File: src/rtl/circle_list_regfile_n_if.sv
// Bus bundle for circle_list_regfile_n: write/pointer controls, search handshake,
// ring chaining tokens and the observed pointer/data outputs.
interface circle_list_regfile_n_if #(
    parameter int WIDTH = 8,
    parameter int AW    = 4
);
    logic             wr_en;
    logic [WIDTH-1:0] wr_data;
    logic             line_pointer_rst;
    logic             line_pointer_set;
    logic [AW-1:0]    ptr_set_val;
    logic             clear_all;
    logic             srch_start;
    logic [WIDTH-1:0] srch_key;
    logic             next_in;
    logic             get_in;
    logic             get_out;
    logic             next_out;
    logic             busy;
    logic             transmigration;
    logic [AW-1:0]    line_pointer_addr;
    logic [WIDTH-1:0] cur_data;

    modport master (
        output wr_en, wr_data, line_pointer_rst, line_pointer_set, ptr_set_val,
               clear_all, srch_start, srch_key, next_in, get_in,
        input  get_out, next_out, busy, transmigration, line_pointer_addr, cur_data
    );

    modport slave (
        input  wr_en, wr_data, line_pointer_rst, line_pointer_set, ptr_set_val,
               clear_all, srch_start, srch_key, next_in, get_in,
        output get_out, next_out, busy, transmigration, line_pointer_addr, cur_data
    );
endinterface

File: src/rtl/circle_list_regfile_n.sv
// Circular register list with a wrapping line pointer and a one-entry-per-clock ring search
// that can be chained across instances through next/get tokens.
module circle_list_regfile_n #(
    parameter int WIDTH = 8,
    parameter int DEPTH = 16,
    parameter int AW    = 4
) (
    input  logic                   clk,
    input  logic                   rst_n,
    circle_list_regfile_n_if.slave bus
);
    localparam logic [AW-1:0] LAST = AW'(DEPTH - 1);

    typedef enum logic {IDLE, SEARCH} state_t;

    state_t           state, state_nxt;
    logic [WIDTH-1:0] mem [DEPTH];
    logic [DEPTH-1:0] valid;
    logic [AW-1:0]    ptr, ptr_inc, lap;
    logic [WIDTH-1:0] key;
    logic             get_q, next_q, trans_q;

    logic free, start, set_ok, do_set, do_write, hit, step, lap_end, wrap;

    // NOTE: state is only ever updated with <= so every flop samples pre-edge values.
    always_ff @(posedge clk or negedge rst_n) begin
        if (!rst_n) state <= IDLE;
        else        state <= state_nxt;
    end

    always_comb begin
        state_nxt = state;
        if (bus.line_pointer_rst || bus.clear_all || bus.get_in) state_nxt = IDLE;
        else if (start)                                          state_nxt = SEARCH;
        else if (hit || lap_end)                                 state_nxt = IDLE;
    end

    // NOTE: every signal gets a value on every path here, so no latch can be inferred.
    always_comb begin
        free     = !bus.line_pointer_rst && !bus.clear_all && !bus.get_in;
        start    = free && (state == IDLE) && (bus.srch_start || bus.next_in);
        set_ok   = bus.ptr_set_val <= LAST;
        do_set   = free && (state == IDLE) && !(bus.srch_start || bus.next_in)
                   && bus.line_pointer_set && set_ok;
        do_write = free && (state == IDLE) && !(bus.srch_start || bus.next_in)
                   && !bus.line_pointer_set && bus.wr_en;
        hit      = free && (state == SEARCH) && valid[ptr] && (mem[ptr] == key);
        step     = free && (state == SEARCH) && !hit;
        lap_end  = step && (lap == LAST);
        // Modulo DEPTH explicitly: DEPTH need not be a power of two.
        ptr_inc  = (ptr == LAST) ? '0 : ptr + 1'b1;
        wrap     = (do_write || step) && (ptr == LAST);
    end

    assign bus.busy              = (state == SEARCH);
    assign bus.get_out           = get_q;
    assign bus.next_out          = next_q;
    assign bus.transmigration    = trans_q;
    assign bus.line_pointer_addr = ptr;
    assign bus.cur_data          = valid[ptr] ? mem[ptr] : '0;

    // NOTE: the entries live in resettable flops, not a RAM, because reset must zero every word.
    always_ff @(posedge clk or negedge rst_n) begin
        if (!rst_n) begin
            for (int i = 0; i < DEPTH; i++) mem[i] <= '0;
        end else if (do_write) begin
            mem[ptr] <= bus.wr_data;
        end
    end

    always_ff @(posedge clk or negedge rst_n) begin
        if (!rst_n) begin
            ptr     <= '0;
            valid   <= '0;
            key     <= '0;
            lap     <= '0;
            get_q   <= 1'b0;
            next_q  <= 1'b0;
            trans_q <= 1'b0;
        end else begin
            get_q   <= hit;
            next_q  <= lap_end;
            trans_q <= wrap;

            if (bus.line_pointer_rst)     ptr <= '0;
            else if (do_set)              ptr <= bus.ptr_set_val;
            else if (do_write || step)    ptr <= ptr_inc;

            // clear_all only drops the flags; data words and pointer are left alone.
            if (bus.clear_all && !bus.line_pointer_rst) valid      <= '0;
            else if (do_write)                          valid[ptr] <= 1'b1;

            if (start) begin
                key <= bus.srch_key;
                lap <= '0;
            end else if (step) begin
                lap <= lap + 1'b1;
            end
        end
    end
endmodule

File: src/flat_wrapper.sv
// flat-port wrapper written by rule: the top's interface ports become plain ports
module circle_list_regfile_n_flat 
#(
    parameter int WIDTH = 8,
    parameter int DEPTH = 16,
    parameter int AW    = 4
)
  (clk, rst_n, bus_wr_en, bus_wr_data, bus_line_pointer_rst, bus_line_pointer_set, bus_ptr_set_val, bus_clear_all, bus_srch_start, bus_srch_key, bus_next_in, bus_get_in, bus_get_out, bus_next_out, bus_busy, bus_transmigration, bus_line_pointer_addr, bus_cur_data);
  circle_list_regfile_n_if #(.WIDTH(WIDTH), .AW(AW)) bus_i ();
  input  logic clk;
  input  logic rst_n;
  input wire logic [$bits(bus_i.wr_en)-1:0] bus_wr_en;
  input wire logic [$bits(bus_i.wr_data)-1:0] bus_wr_data;
  input wire logic [$bits(bus_i.line_pointer_rst)-1:0] bus_line_pointer_rst;
  input wire logic [$bits(bus_i.line_pointer_set)-1:0] bus_line_pointer_set;
  input wire logic [$bits(bus_i.ptr_set_val)-1:0] bus_ptr_set_val;
  input wire logic [$bits(bus_i.clear_all)-1:0] bus_clear_all;
  input wire logic [$bits(bus_i.srch_start)-1:0] bus_srch_start;
  input wire logic [$bits(bus_i.srch_key)-1:0] bus_srch_key;
  input wire logic [$bits(bus_i.next_in)-1:0] bus_next_in;
  input wire logic [$bits(bus_i.get_in)-1:0] bus_get_in;
  output wire logic [$bits(bus_i.get_out)-1:0] bus_get_out;
  output wire logic [$bits(bus_i.next_out)-1:0] bus_next_out;
  output wire logic [$bits(bus_i.busy)-1:0] bus_busy;
  output wire logic [$bits(bus_i.transmigration)-1:0] bus_transmigration;
  output wire logic [$bits(bus_i.line_pointer_addr)-1:0] bus_line_pointer_addr;
  output wire logic [$bits(bus_i.cur_data)-1:0] bus_cur_data;
  assign bus_i.wr_en = bus_wr_en;
  assign bus_i.wr_data = bus_wr_data;
  assign bus_i.line_pointer_rst = bus_line_pointer_rst;
  assign bus_i.line_pointer_set = bus_line_pointer_set;
  assign bus_i.ptr_set_val = bus_ptr_set_val;
  assign bus_i.clear_all = bus_clear_all;
  assign bus_i.srch_start = bus_srch_start;
  assign bus_i.srch_key = bus_srch_key;
  assign bus_i.next_in = bus_next_in;
  assign bus_i.get_in = bus_get_in;
  assign bus_get_out = bus_i.get_out;
  assign bus_next_out = bus_i.next_out;
  assign bus_busy = bus_i.busy;
  assign bus_transmigration = bus_i.transmigration;
  assign bus_line_pointer_addr = bus_i.line_pointer_addr;
  assign bus_cur_data = bus_i.cur_data;
  circle_list_regfile_n #(.WIDTH(WIDTH), .DEPTH(DEPTH), .AW(AW)) u_core (.clk(clk), .rst_n(rst_n), .bus(bus_i));
endmodule
File: config.mk
export PLATFORM = sky130hd
export DESIGN_NAME = circle_list_regfile_n_flat
export DESIGN_NICKNAME = d
export VERILOG_FILES = /design/src/rtl/circle_list_regfile_n_if.sv /design/src/rtl/circle_list_regfile_n.sv /design/src/flat_wrapper.sv
export SDC_FILE = /design/constraint.sdc
export NUM_CORES = 1
export LEC_CHECK = 0
export ABC_AREA = 0
export BUFFER_PORTS_ARGS = -buffer_cell sky130_fd_sc_hd__clkbuf_2
export CAP_MARGIN = 10
export CORE_ASPECT_RATIO = 1.4
export CORE_UTILIZATION = 50
export CTS_CLUSTER_DIAMETER = 80
export CTS_CLUSTER_SIZE = 16
export DETAILED_ROUTE_END_ITERATION = 10
export GPL_TIMING_DRIVEN = 0
export PLACE_DENSITY_LB_ADDON = 0.3
export REMOVE_ABC_BUFFERS = 1
export SYNTH_ARGS = -nofsm -noshare
export SYNTH_HDL_FRONTEND = slang
export SYNTH_SLANG_ARGS = --single-unit
File: constraint.sdc
create_clock -name clk -period 4.4 [get_ports clk]
set_input_delay 1.32 -clock clk [delete_from_list [all_inputs] [get_ports clk]]
set_output_delay 1.32 -clock clk [all_outputs]
set_load 0.03 [all_outputs]
# Word-level counts from Yosys, hierarchy flattened
# Cells that the tools add are included.
# totals
n_memories,0
output_inout_bits,16
rom_bits,0
elab_cells,92
ramBits,0
ff_bits,164
input_bits,29
latch_bits,0
# op_classes
order_cmp,5
n_mul,0
mux,22
add_sub_neg,2
bitwise_logic,3
shift,0
div,0
n_reduce_logical,33
n_eq_ne,3
# op_table
cell,n
bitwise mux 128 bit,1
binary-select mux 8 bit (select 4 bit),1
demux 8 bit (select 4 bit),1
two-way mux 16 bit,2
two-way mux 8 bit,4
two-way mux 4 bit,6
logical AND 1 bit,18
bitwise OR 16 bit,1
adder 4 x 1 -> 4 bit (second input constant),2
== test 4 bit (second input constant),2
== test 8 bit,1
logical NOT 1 bit,6
nonzero test 3 bit,2
greater-or-equal comparator 5 bit (second input constant),1
logical OR 1 bit,5
less-than comparator 4 x 5 -> 1 bit (second input constant),1
less-than comparator 5 x 1 -> 1 bit (second input constant),1
two-way mux 1 bit,5
inverter 4 -> 5 bit,1
binary-select mux 1 bit (select 4 bit),1
demux 1 bit (select 4 bit),1
greater-or-equal comparator 4 x 1 -> 1 bit (second input constant),1
less-or-equal comparator 4 bit (second input constant),1
nonzero test 2 bit,2
inverter 1 bit,1

# Depth between registers and ports, before layout
# Gate-level depths: netlist (run 1).
# logic_depth
ltp_word,13
mapped_depth,11
depth_no_buf,8

# Worst setup path after synthesis (run 1)
# No wires, ideal clock.
# synth_timing
path_kind,reg2out
startpoint,"register u_core.ptr[0], in the netlist u_core.bus.line_pointer_addr[0]"
endpoint,output bus_cur_data[4]
t_required_ps,3080
slack_ps,599
stages_incl_launch_ff,9
n_path_buf,3
t_arrival_ps,2481
path_cell_list,dfrtp_1 -> buf_6 -> buf_12 -> buf_6 -> mux2i_1 -> a22o_1 -> a221oi_1 -> nor2_1 -> a211oi_1
# synth_between
elab_chain_cells,5
elab_cells_between_ends,7
classes_between,mux: 6; bitwise: 1
# synth_rtl
item,line,rtl
start: declaration,circle_list_regfile_n.sv:19,"logic [AW-1:0] ptr, ptr_inc, lap;"
start signal: assignment,circle_list_regfile_n.sv:86,else if (do_set) ptr <= bus.ptr_set_val;
start signal: assignment,circle_list_regfile_n.sv:87,else if (do_write || step) ptr <= ptr_inc;
inverter 4 -> 5 bit (implied by the code),circle_list_regfile_n.sv:60,assign bus.cur_data = valid[ptr] ? mem[ptr] : '0;
binary-select mux 8 bit (select 4 bit),circle_list_regfile_n.sv:60,
two-way mux 8 bit (implied by the code) (2 in a row),circle_list_regfile_n.sv:60,
two-way mux 8 bit (*),circle_list_regfile_n.sv:60,
end: declaration,flat_wrapper.sv:27,output wire logic [$bits(bus_i.cur_data)-1:0] bus_cur_data;
# Mark *: on every way between the ends. The rest lies on a longest branch, timed or not. The select of a mux whose other input is x is not followed.

# Worst setup path in the final report (run 1)
# layout_timing
startpoint,"register u_core.ptr[1], in the netlist u_core.bus.line_pointer_addr[1]"
endpoint,output bus_cur_data[4]
# Same word-level chain as after synthesis.

==> summary.txt, run 1 <==
Worst setup endpoint: bus_cur_data[4]
Root Buffer Master: clkbuf_16
Avg Synthesized Cell Area: 13.72 um^2
crit start category: flip-flop
GR Layer Usage met1: 0.2712
PwrDens: 379.0 nW/um^2
clk_skew: 12.60 ps
Top FF cell, synth: dfrtp_1
switching power share of the total: 0.2634
post-CTS setup buffer count: 0
r2r endpoint: u_core.bus.line_pointer_addr[0]$_DFFE_PN0P_
Int Power: 2479 uW
final period utilization: 0.9328
Setup violations, final: 0
crit path capture type: output pin
Clock Latency Late Sink: 430 ps
violation count after the first detailed-route iteration: 349
io pins: 45
Ys Warns: 0
Slew Limit Fails: 0
clock period minus worst slack: 4104 ps
Crit. Startpoint: u_core.bus.line_pointer_addr[1]$_DFFE_PN0P_
Worst Max-Slew Pin Slew: 1151 ps
setup slack, reg-to-reg: 930 ps
Layout area overhead: 12.38%
Crit Path Category: flip-flop to output pin
Nets: 648
Required @ worst endpoint: 3080 ps
Lkg Pwr: 0.004224 uW
async set or reset register ratio after synthesis: 1.000
grt ovf: 0
grt met3 use: 0.05671
global-route usage over all layers: 0.2380
placed cells: 791
IO Port Bufs: 44
synthesized flop and latch total: 164
first-pass GRT wire length: 28290 um
cell area after synthesis: 7901 um^2
H-tree levels: 4
Initial Util: 0.5085
depth of the worst register-to-register path: 9
Die X: 108.2 um
WL/cell: 21.98 um
outcome: finished clean
CORE AREA: 15540 um^2
slew margin rel.: 0.2297
commonest non-fill, non-tap cells in the layout: dfrtp_1 (161), mux2_2 (129), nand2_1 (44)
largest net degree at the start of global routing: 107
total clock buffers created by CTS: 17
Clock power frac: 0.426
layout cells sized above 1: 0.3971
part of the power in registers: 0.475
register area share after synthesis: 0.5194
gate count of the mapped netlist: 576
CTS tree: built
reg-to-reg startpoint: u_core.bus.line_pointer_addr[0]$_DFFE_PN0P_
TritonRoute pass-1 iters: 5
DRT antenna net count: 0
crit-path max FO: 17
most common cell after layout, fill and taps aside: dfrtp_1
routed vias: 4949
Max Clk Rate: 243.7 MHz
DRC: 0
vias in the first global route: 5214
CP arrival: 2780 ps
DP HPWL: 12030 um
max_cap viols: 0
Ant. Diodes: 0
Total Power: 3365 uW
initial antenna violation count: 0
number of distinct library cells after synthesis: 56
full die area: 16320 um^2
Comb pwr share: 0.099
CTS max path bufs: 2
Site Rows: 54
worst vdd ir: 282.4 uV
drt total wl: 18090 um
GR peak layer: met2
Switching Power: 886.4 uW
CTS sink cnt: 164
filler cell count: 1205
Routability Congestion: 0.8582
RSZ-0062 raised after global routing: no
Clock transition at path regs: 70 ps
grt met2 use: 0.4127
Hold Fails Final Rpt: 0
die height: 150.7 um
vias per cell: 6.013
worst hold path class: flip-flop to flip-flop
non-filler instance count after layout: 823
EDFF count, synth: 0
-- cell families after synthesis --
group | after synthesis | share of synthesized area
flops | 164 | 0.5194
compound gates | 58 | 0.05606
fa+ha+maj | 5 | 0.007918
xor+xnor | 6 | 0.007603
simple gates | 118 | 0.07474
buf+inv | 34 | 0.02185
mux | 191 | 0.3124
-- cell usage after synthesis (2+ instances only) --
cell type,number,share of area
mux2_2,129,0.18
a211oi_1,5,0.0048
clkbuf_1,8,0.0038
a22oi_1,2,0.0019
dfrtp_1,164,0.52
mux4_1,5,0.017
o211ai_1,4,0.0038
or4_1,4,0.0038
a221o_1,2,0.0025
xor2_1,3,0.0033
buf_6,2,0.0029
or3_1,2,0.0016
a21oi_1,5,0.0032
buf_4,2,0.0019
nor2_1,26,0.012
mux4_2,24,0.068
xnor2_1,2,0.0022
buf_2,5,0.0032
buf_1,11,0.0052
inv_2,2,0.00095
nand2_1,44,0.021
and2_1,4,0.0032
mux2i_1,31,0.039
nor2b_1,9,0.0071
o21a_1,15,0.014
ha_1,5,0.0079
nor3_1,7,0.0044
o21ai_0,6,0.0038
nand3_1,3,0.0019
nor3_2,5,0.0063
and3_1,2,0.0016
nand2b_1,3,0.0024
o21bai_1,2,0.0019
nand4_1,2,0.0016
nor4_1,2,0.0016
inv_1,3,0.0014
a22o_1,7,0.0078
-- through the flow --
step                hold WS, ps  setup WS [ps]  utilization  TNS, ps  instance area (um^2)
global route              512.4          130.7       0.5714        0                  8880
floorplan                 445.7         -487.8            -    -2118                  7747
global placement          461.5          -1073       0.5285  -103550                  8213
CTS                       496.0          149.0       0.5713        0                  8879
finish                    496.4          295.8       0.5714        0                  8880
detailed placement        479.7          164.1       0.5347        0                  8309
-- state kept, by name, indices dropped and copies added, names as in the netlist --
name,count
u_core.lap,4
u_core.bus.next_out,1
u_core.valid,16
u_core.bus.busy,1
u_core.bus.transmigration,1
u_core.mem,128
u_core.key,8
u_core.bus.get_out,1
u_core.bus.line_pointer_addr,4
-- final cells by class --
type                            count  area (um^2)  area share
Sequential cell                   164         4110      0.4629
Multi-Input combinational cell    378         3625      0.4082
Clock buffer                       20        446.7     0.05030
Timing Repair Buffer               48        311.5     0.03509
Tap cell                          196        245.2     0.02762
Clock inverter                     12        122.6     0.01381
Inverter                            5        18.77    0.002114
-- per-layer routing --
layer  routed length [um]  up-vias
met3                  863       45
met1                 7042     2571
met2                 9512      134
li1                     -     2199
met4                  672        0
met5                    0        -
-- worst max-delay path: stages (launching register included) --
cell      delay [ps]
dfrtp_1          860
nor2_1           260
a22o_1           270
a221oi_1         380
nor2_1            80
a211oi_1         250
clkbuf_2         250
-- how the worst min path moves through the flow --
| stage | from | to | slack, ps | cells past startpoint |
|---|---|---|---|---|
| 2_1_floorplan | u_core.lap[3]$_DFFE_PN0P_ | u_core.lap[3]$_DFFE_PN0P_ | 450 | 1 |
| 3_3_place_gp | u_core.lap[3]$_DFFE_PN0P_ | u_core.lap[3]$_DFFE_PN0P_ | 460 | 1 |
| 3_5_place_dp | u_core.valid[5]$_DFFE_PN0P_ | u_core.valid[5]$_DFFE_PN0P_ | 480 | 1 |
| 4_1_cts | u_core.valid[5]$_DFFE_PN0P_ | u_core.valid[5]$_DFFE_PN0P_ | 500 | 1 |
| 5_1_grt | u_core.valid[1]$_DFFE_PN0P_ | u_core.valid[1]$_DFFE_PN0P_ | 510 | 1 |
| 6_report | u_core.valid[2]$_DFFE_PN0P_ | u_core.valid[2]$_DFFE_PN0P_ | 500 | 1 |
-- power by group through the flow --
stage / Clock [uW] / Combinational [uW] / Sequential (uW)
2_1_floorplan: 0 / 195 / 1620
6_report: 1430 / 332 / 1600
4_1_cts: 1460 / 336 / 1600
3_5_place_dp: 0 / 335 / 1630
3_3_place_gp: 0 / 301 / 1630
5_1_grt: 1530 / 366 / 1610
-- what timing repair did --
| item | 4_1_cts | 5_1_grt |
|---|---|---|
| endpoints found under the hold margin | 0 | 0 |
| gates resized for setup | 0 | 1 |
| hold buffers | 0 | 0 |
| endpoints found under the setup margin | 0 | 2 |
No activity file was read; power rests on OpenSTA's default activity.
==> run 2, diff against run 1 <==
BUFFER_PORTS_ARGS = not set   (was -buffer_cell sky130_fd_sc_hd__clkbuf_2)
DONT_BUFFER_PORTS = 1   (was not set)
==> summary.txt, run 2 (synthesized netlist as in run 1, its figures left out) <==
Crit. Startpoint: u_core.bus.line_pointer_addr[3]$_DFFE_PN0P_
DP HPWL: 11480 um
non-filler instance count after layout: 778
CP arrival: 2900 ps
io pins: 45
r2r endpoint: u_core.bus.line_pointer_addr[0]$_DFFE_PN0P_
Worst Max-Slew Pin Slew: 1145 ps
clk_skew: 8.513 ps
full die area: 16320 um^2
CP Cell Sequence: buf_12 -> and2_1 -> a22oi_1 -> and2_1 -> nor3b_1
PwrDens: 376.0 nW/um^2
crit-path max cell delay: 860 ps
Hold Fails Final Rpt: 0
die height: 150.7 um
Die X: 108.2 um
total clock buffers created by CTS: 17
Max Clk Rate: 236.8 MHz
CTS max path bufs: 2
global-route usage over all layers: 0.2336
hold slack: 493.5 ps
commonest non-fill, non-tap cells in the layout: dfrtp_1 (160), mux2_2 (129), nand2_1 (44)
worst hold path class: flip-flop to flip-flop
Root Buffer Master: clkbuf_16
worst vdd ir: 287.9 uV
Layout area overhead: 8.884%
crit-path max FO: 29
Setup violations, final: 0
Nets: 603
crit path capture type: output pin
Routability Congestion: 0.8878
final period utilization: 0.9597
reg-to-reg startpoint: u_core.bus.line_pointer_addr[0]$_DFFE_PN0P_
CORE AREA: 15540 um^2
placed cells: 746
TritonRoute pass-1 iters: 4
clock period minus worst slack: 4223 ps
Slew Limit Fails: 0
initial antenna violation count: 0
violation count after the first detailed-route iteration: 246
vias in the first global route: 5135
grt ovf: 0
crit start category: flip-flop
Required @ worst endpoint: 3080 ps
CTS tree: built
Largest regs: u_core.mem (128), u_core.valid (16), u_core.key (8)
layout cells sized above 1: 0.3540
IO Port Bufs: 0
Site Rows: 54
first-pass GRT wire length: 27690 um
Initial Util: 0.5085
routed vias: 4777
slew margin rel.: 0.2336
H-tree levels: 4
Clock Latency Late Sink: 420 ps
post-CTS setup buffer count: 0
CTS sink cnt: 164
Top reg by flops: u_core.mem
largest net degree at the start of global routing: 165
Ant. Diodes: 0
Lkg Pwr: 0.004003 uW
drt total wl: 17530 um
filler cell count: 1219
Crit Path Category: flip-flop to output pin
DRC: 0
max_cap viols: 0
Clock transition at path regs: 70 ps
WL/cell: 22.54 um
Bufs and invs on worst path: 1
critical path's most frequent cell: and2_1
setup slack, reg-to-reg: 810 ps
RSZ-0062 raised after global routing: no
depth of the worst register-to-register path: 9
DRT antenna net count: 0
outcome: finished clean
final setup margin: 177.3 ps
slowest CP cell: nor3b_1
WP depth: 5
Place WS: 136.8 ps
Total Power: 3235 uW
most common cell after layout, fill and taps aside: dfrtp_1
max reg flops: 128
Worst setup endpoint: bus_cur_data[3]
CP top delay family: simple AND/OR/NAND/NOR gates
vias per cell: 6.140
## run 2: changes by cell type in the layout (fill, tap and decap cells not counted), sizes merged
cell / change
buf: -1
bufinv: -1
clkbuf: -44
clkinvlp: +1
## run 2: worst min-delay path by stage
stage	from	endpoint	slack [ps]	cells after the start
3_3_place_gp	u_core.lap[3]$_DFFE_PN0P_	u_core.lap[3]$_DFFE_PN0P_	460	1
6_report	u_core.valid[4]$_DFFE_PN0P_	u_core.valid[4]$_DFFE_PN0P_	490	1
5_1_grt	u_core.valid[3]$_DFFE_PN0P_	u_core.valid[3]$_DFFE_PN0P_	510	1
2_1_floorplan	u_core.lap[3]$_DFFE_PN0P_	u_core.lap[3]$_DFFE_PN0P_	450	1
4_1_cts	u_core.valid[7]$_DFFE_PN0P_	u_core.valid[7]$_DFFE_PN0P_	490	1
3_5_place_dp	u_core.valid[6]$_DFFE_PN0P_	u_core.valid[6]$_DFFE_PN0P_	480	1
## run 2: worst register-to-register path, cell delays in order (launching register included)
cell and delay [ps]:
dfrtp_4 480, buf_16 320, mux4_1 700, mux4_2 560, xnor2_2 170, o211ai_1 100
and4bb_4 230, a31oi_2 420, nor2_1 130, a221o_1 350
## run 2: timing repair
action	CTS	global route
endpoints found under the setup margin	5	0
resized for setup	3	0
hold buffers	0	0
## run 2: where the power goes
| part | total (uW) | leakage [uW] | switching [uW] | internal, uW |
|---|---|---|---|---|
| Clock | 1370 | 0.000254 | 625 | 745 |
| Sequential | 1610 | 0.00227 | 67.1 | 1540 |
| Combinational | 256 | 0.00148 | 138 | 118 |
| Total | 3240 | 0.00400 | 830 | 2410 |
## run 2: layout make-up
type                    instances  area [um^2]  share of cell area
multi-input cells             378         3630              0.4219
inverters                       5        18.77            0.002182
clock buffers                  20        446.7             0.05192
clock inverters                12        96.34             0.01120
repair buffers                  3        55.05            0.006399
well taps                     196        245.2             0.02850
flip-flops and latches        164         4111              0.4779
## run 2: per-layer routing
layer | vias up | routed length (um) | GRT usage
met5 | - | 0 | 0
met4 | 0 | 516 | 0.1116
met3 | 32 | 741 | 0.04805
met2 | 121 | 9308 | 0.4137
met1 | 2521 | 6967 | 0.2661
li1 | 2103 | - | -
## run 2: per-stage QoR
step                      area (um^2)  TNS (ps)  utilization
after global placement           7993    -26560       0.5143
after detailed placement         8053         0       0.5182
after global routing             8603         0       0.5536
after CTS                        8603         0       0.5536
after floorplan                  7747     -2118            -
final                            8603         0       0.5536
